$ cat config.mk
export PLATFORM = sky130hd
export DESIGN_NAME = cdc_hs_tx
export DESIGN_NICKNAME = d
export VERILOG_FILES = /design/src/rtl/cdc_pkg.sv /design/src/rtl/cdc_sync_ah.sv /design/src/rtl/cdc_hs_tx.sv
export SDC_FILE = /design/constraint.sdc
export NUM_CORES = 1
export LEC_CHECK = 0
export CAP_MARGIN = 40
export CORE_MARGIN = 3
export CORE_UTILIZATION = 35
export DETAILED_ROUTE_END_ITERATION = 10
export PLACE_DENSITY = 0.64
export REMOVE_ABC_BUFFERS = 1
export SLEW_MARGIN = 20
export SYNTH_ARGS = -nofsm -noshare
export SYNTH_HDL_FRONTEND = slang
export SYNTH_SLANG_ARGS = --single-unit
$ cat constraint.sdc
create_clock -name clk -period 3 [get_ports clk]
set_input_delay 0.9 -clock clk [delete_from_list [all_inputs] [get_ports clk]]
set_output_delay 0.9 -clock clk [all_outputs]
set_load 0.05 [all_outputs]
$ cat src/rtl/cdc_pkg.sv
`timescale 1ns/1ps
// ---------------------------------------------------------------------------
// cdc_pkg
// Shared types and constants for the req/ack bundled-data crossing blocks.
//   cdc_hs_state_e      : transmit-side handshake FSM states
//   CDC_MIN_SYNC_DEPTH  : smallest synchronizer depth treated as metastability-safe
// ---------------------------------------------------------------------------
package cdc_pkg;

  typedef enum logic [1:0] {
    IDLE = 2'd0,
    REQ  = 2'd1,
    REL  = 2'd2
  } cdc_hs_state_e;

  localparam int CDC_MIN_SYNC_DEPTH = 2;

endpackage

$ cat src/rtl/cdc_sync_ah.sv
`timescale 1ns/1ps
// ---------------------------------------------------------------------------
// cdc_sync_ah
// Single-bit flop-chain synchronizer with asynchronous active-high reset to 0.
// Ports:
//   clk  in  1  destination (sampling) clock
//   rst  in  1  asynchronous active-high reset
//   d_i  in  1  asynchronous input bit
//   q_o  out 1  d_i delayed through SYNC_DEPTH flops
// ---------------------------------------------------------------------------
module cdc_sync_ah
  import cdc_pkg::*;
#(
  parameter int SYNC_DEPTH = CDC_MIN_SYNC_DEPTH
) (
  input  logic clk,
  input  logic rst,
  input  logic d_i,
  output logic q_o
);

  logic [SYNC_DEPTH-1:0] sync_d;
  logic [SYNC_DEPTH-1:0] sync_q;

  always_comb begin
    sync_d = {sync_q[SYNC_DEPTH-2:0], d_i};
  end

  always_ff @(posedge clk or posedge rst) begin
    if (rst) begin
      sync_q <= '0;
    end else begin
      sync_q <= sync_d;
    end
  end

  assign q_o = sync_q[SYNC_DEPTH-1];

endmodule

$ cat src/rtl/cdc_hs_tx.sv
`timescale 1ns/1ps
// ---------------------------------------------------------------------------
// cdc_hs_tx
// Source end of a 4-phase req/ack bundled-data clock-domain crossing.
// A word accepted on valid_i/ready_o is held on data_o while req_o is raised;
// the destination samples data_o and answers on ack_i, which is synchronized
// here before it steers the FSM.
// Ports:
//   clk         in   1       source-domain clock
//   rst         in   1       asynchronous active-high reset
//   valid_i     in   1       local word valid
//   data_i      in   DATA_W  local word
//   ready_o     out  1       word can be accepted this cycle
//   req_o       out  1       registered request to the destination domain
//   data_o      out  DATA_W  bundled data, stable while req_o=1
//   ack_i       in   1       asynchronous acknowledge from the destination
//   busy_o      out  1       transfer in flight
//   err_o       out  1       sticky ack-edge timeout flag
//   err_clr_i   in   1       clears err_o
//   xfer_cnt_o  out  CNT_W   completed transfers, wraps silently
// ---------------------------------------------------------------------------
module cdc_hs_tx
  import cdc_pkg::*;
#(
  parameter int DATA_W     = 32,
  parameter int SYNC_DEPTH = 2,
  parameter int TIMEOUT    = 1024,
  parameter int CNT_W      = 16
) (
  input  logic              clk,
  input  logic              rst,
  input  logic              valid_i,
  input  logic [DATA_W-1:0] data_i,
  output logic              ready_o,
  output logic              req_o,
  output logic [DATA_W-1:0] data_o,
  input  logic              ack_i,
  output logic              busy_o,
  output logic              err_o,
  input  logic              err_clr_i,
  output logic [CNT_W-1:0]  xfer_cnt_o
);

  localparam int             TMO_W   = $clog2(TIMEOUT + 1);
  localparam logic [TMO_W-1:0] TMO_MAX = TMO_W'(TIMEOUT);

  if (SYNC_DEPTH < CDC_MIN_SYNC_DEPTH) begin : g_bad_sync_depth
    $error("cdc_hs_tx: SYNC_DEPTH must be >= CDC_MIN_SYNC_DEPTH");
  end
  if (TIMEOUT < 1) begin : g_bad_timeout
    $error("cdc_hs_tx: TIMEOUT must be >= 1");
  end

  cdc_hs_state_e     state_q, state_d;
  logic              req_q, req_d;
  logic [DATA_W-1:0] data_q, data_d;
  logic              err_q, err_d;
  logic [CNT_W-1:0]  xfer_q, xfer_d;
  logic [TMO_W-1:0]  tmo_q, tmo_d;
  logic              ready_c;
  logic              tmo_evt;
  logic              ack_s;

  // ack_i is only ever observed through this synchronizer.
  cdc_sync_ah #(
    .SYNC_DEPTH (SYNC_DEPTH)
  ) u_ack_sync (
    .clk (clk),
    .rst (rst),
    .d_i (ack_i),
    .q_o (ack_s)
  );

  always_comb begin
    state_d = state_q;
    req_d   = req_q;
    data_d  = data_q;
    xfer_d  = xfer_q;
    ready_c = 1'b0;

    unique case (state_q)
      IDLE: begin
        // A destination still holding ack (e.g. after a reset mid-transfer)
        // must lower it before a new request may start.
        ready_c = ~ack_s;
        if (valid_i && ready_c) begin
          data_d  = data_i;
          req_d   = 1'b1;
          state_d = REQ;
        end
      end
      REQ: begin
        if (ack_s) begin
          req_d   = 1'b0;
          state_d = REL;
        end
      end
      REL: begin
        if (!ack_s) begin
          xfer_d  = xfer_q + 1'b1;
          state_d = IDLE;
        end
      end
      default: begin
        req_d   = 1'b0;
        state_d = IDLE;
      end
    endcase
  end

  // Timeout: restarts on every state change, counts while waiting for an
  // ack edge and parks at TIMEOUT. Only the arrival at TIMEOUT raises err,
  // so a clear while still stuck waiting does not re-assert it.
  always_comb begin
    tmo_d = tmo_q;
    if (state_d != state_q) begin
      tmo_d = '0;
    end else if ((state_q == REQ || state_q == REL) && tmo_q != TMO_MAX) begin
      tmo_d = tmo_q + 1'b1;
    end

    tmo_evt = (tmo_d == TMO_MAX) && (tmo_q != TMO_MAX);

    err_d = err_q;
    if (tmo_evt) begin
      err_d = 1'b1;
    end else if (err_clr_i) begin
      err_d = 1'b0;
    end
  end

  always_ff @(posedge clk or posedge rst) begin
    if (rst) begin
      state_q <= IDLE;
      req_q   <= 1'b0;
      data_q  <= '0;
      err_q   <= 1'b0;
      xfer_q  <= '0;
      tmo_q   <= '0;
    end else begin
      state_q <= state_d;
      req_q   <= req_d;
      data_q  <= data_d;
      err_q   <= err_d;
      xfer_q  <= xfer_d;
      tmo_q   <= tmo_d;
    end
  end

  assign ready_o    = ready_c & ~rst;
  assign req_o      = req_q;
  assign data_o     = data_q;
  assign busy_o     = (state_q != IDLE);
  assign err_o      = err_q;
  assign xfer_cnt_o = xfer_q;

endmodule

Yosys cells after proc, flatten, opt, wreduce, memory -nomap -nowiden
Index checks and enable logic that the tools add are counted.
{"block": "classes", "n_addsub": 2, "n_mul": 0, "n_div": 0, "magnitude_cmp": 0, "n_eq_ne": 7, "shift": 0, "n_mux": 12, "n_bitwise": 4, "reduce_logical": 10}
{"op": "2-to-1 mux 11 bit", "count": 2}
{"op": "adder 16 x 1 -> 16 bit (second input constant)", "count": 1}
{"op": "adder 11 x 1 -> 11 bit (second input constant)", "count": 1}
{"op": "equality test 11 bit (second input constant)", "count": 1}
{"op": "!= test 11 bit (second input constant)", "count": 1}
{"op": "2-to-1 mux 2 bit", "count": 3}
{"op": "case mux 2 bit (3 select lines)", "count": 1}
{"op": "2-to-1 mux 1 bit", "count": 5}
{"op": "AND reduction 2 bit", "count": 2}
{"op": "nonzero test 2 bit", "count": 2}
{"op": "logical AND 1 bit", "count": 3}
{"op": "NOT 1 bit", "count": 3}
{"op": "case mux 1 bit (3 select lines)", "count": 1}
{"op": "AND reduction 3 bit", "count": 1}
{"op": "equality test 2 x 1 -> 1 bit (second input constant)", "count": 1}
{"op": "equality test 2 bit (second input constant)", "count": 1}
{"op": "logical NOT 2 bit", "count": 1}
{"op": "!= test 2 x 1 -> 1 bit (second input constant)", "count": 1}
{"op": "!= test 2 bit", "count": 1}
{"op": "!= test 2 bit (second input constant)", "count": 1}
{"op": "AND 1 bit", "count": 1}
{"op": "logical OR 1 bit", "count": 1}
{"block": "totals", "register_bits": 65, "latch_bits": 0, "ramBits": 0, "romBits": 0, "input_bits": 37, "wordCells": 42, "memories": 0}

Longest topological paths before layout
Gate-level depths: netlist (run 1).
{"block": "depth", "ltp_word": 9, "mapped_depth": 8, "mapped_depth_nobuf": 7}

By module
A second synthesis (run 1) with hierarchy kept.
{"block": "unflattened", "hier_cells": 254, "area_unflattened_um2": 2942.8}
{"mod": "cdc_hs_tx", "n_inst": 1, "cells_each": 251, "area_each_um2": 2889.0}
{"mod": "cdc_sync_ah", "n_inst": 1, "cells_each": 3, "area_each_um2": 53.8}

Least setup slack after synthesis (run 1)
Ideal clock, no wire load.
{"block": "synth_timing", "path_kind": "register to output", "startpoint": "register state_q[0]", "endpoint": "output ready_o", "arrival_ns": 2.116, "required_ns": 2.100, "path_slack_ns": -0.016, "path_stages_with_launch": 5, "cell_sequence": "dfrtp_1 -> inv_1 -> ha_1 -> inv_1 -> nor3_1"}
{"block": "synth_between", "elab_chain_len": 3}
{"item": "start: declaration", "line_no": "cdc_hs_tx.sv:54", "rtl": "cdc_hs_state_e state_q, state_d;"}
{"item": "start signal: assignment", "line_no": "cdc_hs_tx.sv:141", "rtl": "state_q <= state_d;"}
{"item": "logical NOT 2 bit", "line_no": "cdc_hs_tx.sv:81", "rtl": "unique case (state_q)"}
{"item": "2-to-1 mux 1 bit", "line_no": "cdc_hs_tx.sv:81"}
{"item": "AND 1 bit", "line_no": "cdc_hs_tx.sv:150", "rtl": "assign ready_o = ready_c & ~rst;"}
{"item": "end: declaration", "line_no": "cdc_hs_tx.sv:34", "rtl": "output logic ready_o,"}
No other way between the ends.

Worst setup path after layout (run 1)
{"block": "layout_timing", "startpoint": "input rst", "endpoint": "output ready_o"}
{"block": "layout_between", "elab_chain_len": 2}
{"item": "start: declaration", "line_no": "cdc_hs_tx.sv:31", "rtl": "input logic rst,"}
{"item": "NOT 1 bit", "line_no": "cdc_hs_tx.sv:150"}
{"item": "AND 1 bit", "line_no": "cdc_hs_tx.sv:150"}
No other way between the ends.

==> impl_results.md, run 1 <==
- Crit end category: output port
- Largest stage delay on the critical path: 430 ps
- Ports: 89
- CTS tree: done
- Cell Chain, Critical Path: clkdlybuf4s50_1, nor3_1, buf_12
- Share of the synthesized area in the top cell type: between 50% and 60%
- Tot GR Track Use: approximately 14%
- Relative slew slack: 64.2%
- Sequential fraction of the synthesis area: between 50 and 60%
- Post-DP HPWL: roughly 4500 um
- Worst Setup Path Type: input port to output port
- Routing usage on met1: between 15 and 20%
- CTS resizes: 0
- Longest Clk Path Bufs: 2
- Pre-CTS WS: about 270 ps
- CTS sink count: 65
- DR WL/cell: approximately 14 um
- Fill count: 710
- Power, Total: ~4.2 mW
- Req. time, crit path: roughly 2100 ps
- Core Region: 0.00789 mm2
- Hold Path End: u_ack_sync.sync_q[1]
- Fin crit share: roughly 90%
- Largest net degree at the start of global routing: 52
- Initial antenna violation count: 0
- Synthesized flop and latch total: 65
- Largest area contributor in the netlist: dfrtp_1
- Overall die area: about 0.0094 mm2
- Layout cells sized above 1: between 10% and 20%
- Min Tclk post-route: between 2000 and 3000 ps
- Hold-fix buffers, CTS: 0
- GP Congestion: 0.732
- Hold Crit Class: flop to flop
- Final ANT Viol Nets: 0
- Final nets: 384
- Row Count: 32
- Unrepaired setup endpoints after global routing: no
- Syn avg cell area: between 10 and 15 um2
- Min-Delay Startpoint: u_ack_sync.sync_q[0]
- GR Util met2: ~22%
- DR iter-0 viols: between 50 and 60
- Commonest cells after routing, fill and taps aside: clkdlybuf4s50_1, dfrtp_1, mux2_2
- Final wirelength: a little over 6000 um
- Met3 Usage GRT: 4.59%
- Top post-synthesis cells by area: dfrtp_1, mux2_2, xnor2_1
- Number of global-route vias before repair: between 2k and 2.5k
- Setup TNS: 0 ps
- Register-to-register setup slack: 870 ps
- Max rail drop VDD: between 500 and 600 uV
- Fin. Hold Viols: 0
- Area grow syn2layout: 41.1%
- Worst Path Max Fanout: 2
- CTS buffer count: 9
- Distinct cells, synth: 37
- RR Endpoint: err_o
- Post-Syn Instances: around 250
- Drc violations: 0
- Crit path DAT: between 1500 and 2000 ps
- Final setup fails: 0
- Synthesized cell area: roughly 0.0029 mm2
- Worst Tran Pin Value: approximately 530 ps
- Setup WS post-layout: 285 ps
- Max H-tree Level: 3
- Port bufs: a little under 90
- Most used routing layer: met2
- Final Skew: around 9.9 ps
- Most common cell after layout, fill and taps aside: clkdlybuf4s50_1
- Reg2reg start: state_q[0]
- WHS Path Cells: 0
- Leak pwr: 1.77 nW
- Vias: 2138
- CP max stage cell: clkdlybuf4s50_1
- Width of the die: slightly below 100 um
- Max-cap violations: 0
- Root buffer cell: clkbuf_8
- Setup Buffers After CTS: 0
- Power Density: a little over 1000 mW/mm2
- Via-to-Cell Ratio: 4.79
- Die Y: approximately 97 um
- Inserted Diodes: 0
- CP startpoint kind: input port
- Clk_lat worst skew: about 330 ps
- Fmax: 368 MHz
- Clock slew at reported path FFs: 60 ps
- Count of pins over their slew limit: 0
- First-pass DRT Iterations: 4
- Outcome: complete, no violations
- First-pass GRT wire length: about 11000 um
- FF-to-FF path depth: 7
- Ys Warns: 0
- GRT overflow: 0
- Initial Util: between 30% and 40%
[state kept, by name (all words and copies together), names as in the netlist]
| register | cells |
|---|---|
| req_o | 1 |
| u_ack_sync.sync_q | 2 |
| err_o | 1 |
| tmo_q | 11 |
| xfer_cnt_o | 16 |
| data_o | 32 |
| state_q | 2 |
[per-layer routing]
| layer | wire (um) | vias up |
|---|---|---|
| li1 | - | 1035 |
| met1 | 2750 | 1039 |
| met2 | 3030 | 62 |
| met3 | 396 | 2 |
| met4 | 33 | 0 |
| met5 | 0 | - |
[cell type report]
| cell class | count | area (um2) | area share, % |
|---|---|---|---|
| multi-input combinational | 162 | 1200 | 29.3 |
| clock buffer | 11 | 131 | 3.20 |
| clock inverter | 4 | 45.0 | 1.10 |
| timing repair buffer | 91 | 928 | 22.6 |
| inverter | 11 | 41.3 | 1.01 |
| tap | 102 | 128 | 3.11 |
| sequential | 65 | 1630 | 39.6 |
[power by group]
part | switching, mW | internal (mW) | leakage, nW | total, mW
clock | 0.307 | 0.375 | 0.0929 | 0.682
sequential | 0.176 | 1.16 | 0.823 | 1.33
combinational | 1.38 | 0.831 | 0.851 | 2.21
[cells in the mapped netlist]
cell type  number
a2bb2oi_1       1
or3_2           1
or3_4           1
clkbuf_1        5
buf_6           1
a21oi_1         5
nand2b_1        1
nor2b_1         3
nand3_1         6
a32o_1          1
inv_1          11
dfrtp_1        65
or4_1           1
a31oi_1         2
nand3b_1        3
nand4b_1        1
a211oi_1        1
and4_2          1
ha_1            7
nor4b_1         1
nor3_1          6
xor2_1         10
nand4_1         6
mux2_2         33
buf_4           1
and3_2          1
nand4_2         1
and2b_2         1
and3_1          2
nand2_1        15
xnor2_1        16
a311oi_1        1
nor2_1         24
o22ai_1         1
o21ai_0         7
o311a_1         1
and2_1          1
[worst max-delay path: cells and delay by family]
kind | cells | cell delay (ps)
buffers and inverters | 2 | 620
AND/OR/NAND/NOR | 1 | 290
[per-stage QoR]
| stage | utilization, % | cell area, um2 | hold slack (ps) | std cells |
|---|---|---|---|---|
| 4_1_cts | 52.0 | 4100 | 394 | 446 |
| 3_5_place_dp | 49.8 | 3930 | 383 | 431 |
| 2_1_floorplan | - | 2870 | 331 | 238 |
| 3_3_place_gp | 49.8 | 3930 | 380 | 431 |
| 6_report | 52.0 | 4100 | 397 | 446 |
| 5_1_grt | 52.0 | 4100 | 407 | 446 |
[cells by family (layout without fill, tap and decap cells)]
logic type,Yosys count,in the layout,synth area share [%]
xor+xnor,26,26,7.83
fa+ha+maj,7,7,3.01
compound gates,20,20,4.26
flops,65,65,55.9
buf+inv,18,117,2.71
simple gates,76,76,13.5
mux,33,33,12.8
[worst max path at each step]
stage               startpoint       to  depth (start not counted)
floorplan           state_q[0]  ready_o                          4
global placement           rst  ready_o                          3
detailed placement         rst  ready_o                          3
CTS                 state_q[0]   busy_o                          4
global route        state_q[0]  ready_o                          5
finish                     rst  ready_o                          3
Power figures use the tool's default switching activity.
==> run 2: changes to the inputs <==
==> constraint.sdc (replaced) <==
create_clock -name clk -period 3 [get_ports clk]
set_input_delay 0.9 -clock clk [delete_from_list [all_inputs] [get_ports clk]]
set_output_delay 0.9 -clock clk [all_outputs]
set_load 0.01 [all_outputs]
==> impl_results.md, run 2 (synthesized netlist as in run 1, its figures left out) <==
- Final wirelength: ~6300 um
- First-pass GRT wire length: roughly 11000 um
- Ports: around 90
- Req. time, crit path: 2100 ps
- Number of global-route vias before repair: roughly 2.2k
- Max H-tree Level: 3
- Fmax: between 300 and 400 MHz
- Final Skew: around 7.5 ps
- Vias: 2168
- Root buffer cell: clkbuf_8
- Clk_lat worst skew: 330 ps
- Max reg flops: 32
- Setup TNS: 0 ps
- Fin crit share: 97.6%
- Die Y: around 100 um
- Worst Setup Path Type: input port to output port
- Min Tclk post-route: 2930 ps
- GP Congestion: 0.801
- Fin. Hold Viols: 0
- Crit end category: output port
- Crit path DAT: ~2000 ps
- Hold-fix buffers, CTS: 0
- Hold Path End: u_ack_sync.sync_q[1]
- Met3 Usage GRT: 5.24%
- Overall die area: between 0.009 and 0.01 mm2
- Min-Delay Startpoint: u_ack_sync.sync_q[0]
- Final setup fails: 0
- Commonest cells after routing, fill and taps aside: clkdlybuf4s50_1, dfrtp_1, mux2_2
- Max-cap violations: 0
- Final ANT Viol Nets: 0
- Leak pwr: about 1.8 nW
- Largest net degree at the start of global routing: a little over 40
- Reg2reg start: state_q[1]
- Port bufs: 88
- Area grow syn2layout: 42.8%
- Inserted Diodes: 0
- CTS tree: done
- Final nets: a little under 400
- Worst Path Max Fanout: 2
- Most common cell after layout, fill and taps aside: clkdlybuf4s50_1
- DR WL/cell: around 14 um
- Power Density: 861 mW/mm2
- Via-to-Cell Ratio: 4.84
- Relative slew slack: 70.6%
- Core Region: just under 0.008 mm2
- GR Util met2: 22.5%
- Max rail drop VDD: 388 uV
- DR iter-0 viols: between 50 and 60
- Most used routing layer: met2
- Width of the die: 97.2 um
- CP startpoint kind: input port
- First-pass DRT Iterations: 4
- Unrepaired setup endpoints after global routing: no
- Hold Crit Class: flop to flop
- Clock slew at reported path FFs: around 70 ps
- Count of pins over their slew limit: 0
- Outcome: complete, no violations
- RR Endpoint: err_o
- Layout cells sized above 1: between 10% and 20%
- Longest Clk Path Bufs: 2
- Power, Total: 3.58 mW
- Tot GR Track Use: ~14%
- WHS Path Cells: 0
- Worst Tran Pin Value: about 440 ps
- FF-to-FF path depth: 7
- Row Count: 32
- Routing usage on met1: approximately 18%
- Register-to-register setup slack: 950 ps
- GRT overflow: 0
- Drc violations: 0
- Post-DP HPWL: roughly 4500 um
- Initial antenna violation count: 0
- CTS buffer count: 9
- Initial Util: approximately 37%
- CTS sink count: 65
[run 2: cell types whose count changed in the layout (fill, tap and decap cells not counted), moves of 2 or more]
cell / delta
clkinvlp_4: +2
clkdlybuf4s50_1: +2
clkbuf_8: +2
clkinv_2: -3
[run 2: per-layer routing]
| layer | share of wire [%] | up-vias |
|---|---|---|
| met5 | 0 | - |
| met4 | 0.96 | 0 |
| met3 | 6.4 | 4 |
| met2 | 48 | 72 |
| met1 | 45 | 1059 |
| li1 | - | 1033 |
[run 2: through the flow]
stage | hold slack [ps] | setup slack, ps | cell area, um2 | utilization [%] | instances
5_1_grt | 398 | 13.5 | 4160 | 52.7 | 448
3_3_place_gp | 382 | 75.5 | 3920 | 49.7 | 432
4_1_cts | 388 | 62.0 | 4150 | 52.6 | 448
2_1_floorplan | 331 | 307 | 2870 | - | 238
6_report | 389 | 71.7 | 4160 | 52.7 | 448
3_5_place_dp | 364 | 62.7 | 3920 | 49.7 | 432
[run 2: worst max-delay path, stage by stage]
cell	delay, ps
clkdlybuf4s50_1	430
nor3_1	140
clkdlybuf4s50_1	560
[run 2: timing repair]
item / CTS / global route
endpoints found under the hold margin: 0 / 0
buffers inserted: 0 / 0
gates resized for setup: 0 / 1
endpoints found under the setup margin: 0 / 1
[run 2: power breakdown]
group / leakage (nW) / internal, mW / total, mW / switching, mW
Combinational: 0.839 / 0.836 / 1.40 / 0.561
Clock: 0.109 / 0.514 / 0.845 / 0.331
Sequential: 0.823 / 1.16 / 1.34 / 0.179
[run 2: cell type report]
| class | instances | area (um2) |
|---|---|---|
| Clock buffer | 12 | 155 |
| Timing Repair Buffer | 92 | 923 |
| Inverter | 11 | 41.3 |
| Sequential cell | 65 | 1630 |
| Fill cell | 706 | 3730 |
| Multi-Input combinational cell | 162 | 1210 |
| Clock inverter | 4 | 75.1 |
| Tap cell | 102 | 128 |
[run 2: worst max path at each step]
stage	from	end	slack, ps	cells after the start
after floorplan	valid_i	err_o	310	5
after global placement	rst	ready_o	80	3
after detailed placement	rst	ready_o	60	3
after CTS	rst	ready_o	60	3
after global routing	state_q[0]	ready_o	10	5
final	rst	ready_o	70	3
==> run 3: changes to the inputs <==
--- a/config.mk
+++ b/config.mk
@@ -11,7 +11,6 @@
 export DETAILED_ROUTE_END_ITERATION = 10
 export PLACE_DENSITY = 0.64
 export REMOVE_ABC_BUFFERS = 1
-export SLEW_MARGIN = 20
 export SYNTH_ARGS = -nofsm -noshare
 export SYNTH_HDL_FRONTEND = slang
 export SYNTH_SLANG_ARGS = --single-unit
==> results of run 3 <==
No change in the layout: final DEF, timing and power equal those of run 2.
